==> src/rtl/rr_arb_mux2x4_pkg.sv <==
// Shared definitions for the two-requester round-robin packet arbiter.
// Holds the default data width, requester indices and lock-state encoding.
package rr_arb_mux2x4_pkg;

  localparam int WIDTH_DEF = 4;

  localparam logic REQ0 = 1'b0;
  localparam logic REQ1 = 1'b1;

  typedef enum logic {
    UNLOCKED = 1'b0,
    LOCKED   = 1'b1
  } lock_state_e;

endpackage

==> src/rtl/rr_out_slot.sv <==
// One-entry valid/ready output register: holds data, last flag and owner index.
// A new beat may replace the held beat in the same cycle it drains.
import rr_arb_mux2x4_pkg::*;

module rr_out_slot #(
  parameter int WIDTH = WIDTH_DEF
) (
  input  logic             clk,
  input  logic             rst,
  input  logic             load,
  input  logic [WIDTH-1:0] in_data,
  input  logic             in_last,
  input  logic             in_idx,
  input  logic             out_ready,
  output logic [WIDTH-1:0] data_r,
  output logic             valid_r,
  output logic             last_r,
  output logic             idx_r,
  output logic             slot_free_s
);

  assign slot_free_s = ~valid_r | out_ready;

  // Slot register: load wins, otherwise a consumed beat empties the slot.
  always_ff @(posedge clk or posedge rst) begin
    if (rst) begin
      data_r  <= {WIDTH{1'b0}};
      valid_r <= 1'b0;
      last_r  <= 1'b0;
      idx_r   <= REQ0;
    end else if (load) begin
      data_r  <= in_data;
      valid_r <= 1'b1;
      last_r  <= in_last;
      idx_r   <= in_idx;
    end else if (out_ready) begin
      valid_r <= 1'b0;
    end
  end

endmodule

==> src/rtl/rr_arb_mux2x4.sv <==
// Packet-aware round-robin arbiter sharing a 2:1 WIDTH-bit mux between two
// valid/ready requesters; the grant holds until the packet's last beat.
import rr_arb_mux2x4_pkg::*;

module rr_arb_mux2x4 #(
  parameter int WIDTH = WIDTH_DEF
) (
  input  logic             CLK,
  input  logic             ASYNCRESET,
  input  logic [WIDTH-1:0] I0,
  input  logic             V0,
  input  logic             L0,
  output logic             R0,
  input  logic [WIDTH-1:0] I1,
  input  logic             V1,
  input  logic             L1,
  output logic             R1,
  output logic [WIDTH-1:0] O,
  output logic             OV,
  output logic             OL,
  input  logic             OR,
  output logic             G
);

  lock_state_e      state_r;
  lock_state_e      next_state_s;
  logic             owner_r;
  logic             last_winner_r;
  logic             pick_valid_s;
  logic             pick_idx_s;
  logic             ready_s;
  logic             accept_s;
  logic             sel_last_s;
  logic             slot_free_s;
  logic [WIDTH-1:0] mux_data_s;

  // Arbitration: choose the eligible requester and derive the next lock state.
  always_comb begin
    pick_valid_s = 1'b0;
    pick_idx_s   = REQ0;
    next_state_s = state_r;
    case (state_r)
      UNLOCKED: begin
        if (V0 && V1) begin
          pick_valid_s = 1'b1;
          pick_idx_s   = ~last_winner_r;
        end else if (V0) begin
          pick_valid_s = 1'b1;
          pick_idx_s   = REQ0;
        end else if (V1) begin
          pick_valid_s = 1'b1;
          pick_idx_s   = REQ1;
        end else begin
          pick_valid_s = 1'b0;
          pick_idx_s   = REQ0;
        end
      end
      LOCKED: begin
        // The owner keeps the grant even while its valid is low.
        pick_valid_s = 1'b1;
        pick_idx_s   = owner_r;
      end
      default: begin
        pick_valid_s = 1'b0;
        pick_idx_s   = REQ0;
      end
    endcase

    ready_s    = slot_free_s & pick_valid_s & ~ASYNCRESET;
    sel_last_s = (pick_idx_s == REQ1) ? L1 : L0;
    accept_s   = ready_s & ((pick_idx_s == REQ1) ? V1 : V0);

    if (accept_s) begin
      next_state_s = sel_last_s ? UNLOCKED : LOCKED;
    end else begin
      next_state_s = state_r;
    end
  end

  assign R0         = ready_s & (pick_idx_s == REQ0);
  assign R1         = ready_s & (pick_idx_s == REQ1);
  assign mux_data_s = (pick_idx_s == REQ1) ? I1 : I0;

  // Lock state, packet owner and round-robin history.
  always_ff @(posedge CLK or posedge ASYNCRESET) begin
    if (ASYNCRESET) begin
      state_r       <= UNLOCKED;
      owner_r       <= REQ0;
      last_winner_r <= REQ1;
    end else begin
      state_r <= next_state_s;
      if (accept_s) begin
        last_winner_r <= pick_idx_s;
        if (!sel_last_s) begin
          owner_r <= pick_idx_s;
        end
      end
    end
  end

  rr_out_slot #(.WIDTH(WIDTH)) u_slot (
    .clk         (CLK),
    .rst         (ASYNCRESET),
    .load        (accept_s),
    .in_data     (mux_data_s),
    .in_last     (sel_last_s),
    .in_idx      (pick_idx_s),
    .out_ready   (OR),
    .data_r      (O),
    .valid_r     (OV),
    .last_r      (OL),
    .idx_r       (G),
    .slot_free_s (slot_free_s)
  );

endmodule

==> config.mk <==
export PLATFORM = sky130hd
export DESIGN_NAME = rr_arb_mux2x4
export DESIGN_NICKNAME = d
export VERILOG_FILES = /design/src/rtl/rr_arb_mux2x4_pkg.sv /design/src/rtl/rr_out_slot.sv /design/src/rtl/rr_arb_mux2x4.sv
export SDC_FILE = /design/constraint.sdc
export NUM_CORES = 1
export LEC_CHECK = 0
export ABC_AREA = 0
export CAP_MARGIN = 30
export CELL_PAD_IN_SITES_DETAIL_PLACEMENT = 0
export CELL_PAD_IN_SITES_GLOBAL_PLACEMENT = 1
export CORE_MARGIN = 3
export CORE_UTILIZATION = 26
export CTS_BUF_LIST = sky130_fd_sc_hd__clkbuf_16
export CTS_CLUSTER_SIZE = 12
export DETAILED_ROUTE_END_ITERATION = 10
export HOLD_SLACK_MARGIN = 0.1
export PLACE_DENSITY = 0.76
export SKIP_CTS_REPAIR_TIMING = 1
export SYNTH_ARGS = -nofsm -noshare
export SYNTH_HDL_FRONTEND = slang
export SYNTH_SLANG_ARGS = --single-unit
==> constraint.sdc <==
create_clock -name CLK -period 1.25 [get_ports CLK]
set_input_delay 0.1875 -clock CLK [delete_from_list [all_inputs] [get_ports CLK]]
set_output_delay 0.1875 -clock CLK [all_outputs]
set_load 0.01 [all_outputs]
==> impl_metrics.tcl <==
set metrics [dict create \
    status "finished, violations left" \
    violations "negative setup slack" \
    ys_seq_area_share_pct 46.4 \
    core-area_mm2 0.00184 \
    crit_family "flip-flops" \
    period_needed_ns 1.51 \
    grt_use_total_pct 13.2 \
    crit_chain "nand2_2 -> a22oi_2 -> buf_6 -> nor4_4 -> buf_2" \
    fmax_ghz 0.660 \
    critPathKind "reg2out" \
    post-route-worst-setup-slack_ns -0.264 \
    synth_edf_count 0 \
    r2r_setup_slack_ns -0.23 \
    drive_above_1_share_pct 47.0 \
    timing.final.crit_share_pct 121 \
    final_nets 116 \
    path_clk_slew_ns 0.04 \
    cts_tree "yes" \
    synth.most_common_cell "dfrtp_1" \
    fin_area_mm2 0.00120 \
    clockBufferDepth 2 \
    routedWlPerCell_um 14.9 \
    fin_cells 125 \
    holdWs_ns 0.212 \
    die_height_um 51.6 \
    dpl_cell_area_um2 876 \
    cts_buffers 3 \
    pwr_density_cell_mw_per_mm2 2190 \
    finalPower_w 0.00263 \
    drtIter0Drc 8 \
    cts_sinks 10 \
    r2r-end "state_r" \
    start_util_pct 29.5 \
    avgViaCountPerCell 4.94 \
    vdd_drop_max_v 0.00133 \
    die_x_um 51.6 \
    detail-route-antenna-nets 0 \
    synth_area_leaders "dfrtp_1, a221oi_1, nor3_1" \
    clk_latency_ns 0.23 \
    synth_area_um2 542 \
    hold_path_class "in2async" \
    grt_pass1_wl_um 2660 \
    worst-slew-pin-transition_ns 0.381 \
    slowest_stage "dfstp_2" \
    cap_violations 0 \
    synth_top_area_share_pct 41.6 \
    worstPathArrival_ns 1.33 \
    cpPeakStageDelay_ns 0.53 \
    remaining_drc_errors 0 \
    yosysWarningCount 0 \
    synth-seq-cells 10 \
    grt_pass1_vias 591 \
    numPortBuffers 23 \
    worstReg2RegStart "last_winner_r" \
    ys_top_cells_by_count "dfrtp_1, inv_1, nor3_1" \
    rsz0062_at_grt "yes" \
    fp-row-count 15 \
    via_count 618 \
    wl_um 1860 \
    first_pass_iters 4 \
    relSlewSlack_pct 74.6 \
    worstSetupStartpointType "register" \
    finalWeightedCongestion 0.758 \
    synth_area_leader_cell "dfrtp_1" \
    reg2regPathDepth 6 \
    synth.net_count 73 \
    path_max_fanout 4 \
    cp.required_ns 1.06 \
    dp.cells 114 \
    cp_num_buf_inv 2 \
    syn_area_per_cell_um2 9.34 \
    ys.flop_type "dfrtp_1" \
    dieArea_mm2 0.00267 \
    cts-root-buf "clkbuf_16" \
    htreeDepth 1 \
    area_delta_synth_final_pct 122 \
    power.leakage_nw 0.587 \
    pin_count 24 \
    crit_path_end_kind "output port" \
    hold_viol_final 0 \
    fin_skew_ns 0.000998 \
    fillers 157 \
    drv_slew 0 \
    synthArstFlopShare_pct 100 \
    yosysUniqueCellTypes 22 \
    grt_max_degree 14 \
    syn_inst 58 \
    grt.overflow.total 0 \
    dp_hpwl_um 1200 \
    n_antenna_cell 0 \
    antenna_found_initial 0 \
    fin_util_pct 65.4 \
    finalSetupViolations 12 \
]
worst min-delay path, delay by kind of cell:
kind / cells / cell delay, ns
buffers and inverters: 4 / 0.60
registers in the layout (all words and copies together), names as in the netlist:
register	cells
owner_r	1
state_r	1
last_winner_r	1
u_slot.last_r	1
u_slot.data_r	4
u_slot.valid_r	1
u_slot.idx_r	1
per-stage QoR:
step / setup slack [ns] / TNS (ns)
floorplan: -0.123 / -0.291
global placement: -0.661 / -4.78
finish: -0.264 / -1.63
detailed placement: -0.736 / -5.13
CTS: -0.743 / -3.56
global route: -0.315 / -2.36
area by class of cell:
cell class | instances | area (um^2) | area share [%]
Inverter | 7 | 26.3 | 2.18
Clock inverter | 1 | 3.75 | 0.312
Tap cell | 25 | 31.3 | 2.60
Clock buffer | 3 | 75.1 | 6.24
Sequential cell | 10 | 254 | 21.1
Timing Repair Buffer | 39 | 407 | 33.8
Multi-Input combinational cell | 40 | 407 | 33.8
placed cells by master, fill, tap and decap left out, drive strengths merged:
cell type,count
nor3,7
a221oi,5
clkinv,1
nand2b,2
nand2,3
nor2b,3
a22oi,1
nor2,7
clkdlybuf4s50,11
inv,7
dlymetal6s2s,10
a31oi,1
and3b,1
nor4,1
a21o,2
a21boi,1
o221ai,1
dfrtp,9
a221o,1
o22ai,1
buf,17
clkbuf,4
o21ai,1
nand3,2
dfstp,1
per-layer routing:
| metal | share of wire [%] | track usage, % |
|---|---|---|
| met2 | 51 | 22.5 |
| met3 | 6.8 | 5.44 |
| met4 | 0 | 1.75 |
| met5 | 0 | 0 |
| met1 | 43 | 16.0 |
how the worst max path moves through the flow:
| stage | depth (start not counted) | endpoint | startpoint |
|---|---|---|---|
| 2_1_floorplan | 4 | R0 | last_winner_r |
| 3_3_place_gp | 5 | R1 | V1 |
| 3_5_place_dp | 5 | R1 | V1 |
| 4_1_cts | 5 | R1 | V1 |
| 5_1_grt | 5 | R1 | last_winner_r |
| 6_report | 5 | R1 | last_winner_r |
cell families after synthesis:
group / share of synthesized area [%]
AO/OA/AOI/OAI: 22.4
AND/OR/NAND/NOR: 24.3
flip-flops: 46.4
buffers and inverters: 6.93
power by group:
part           internal [W]  leakage (nW)  switching (W)
clock network      0.000419        0.0385       0.000143
logic              0.000821         0.441       0.000618
registers          0.000500         0.108       0.000133
total               0.00174         0.587       0.000895
Note: power is estimated with default switching activity, not from simulation.
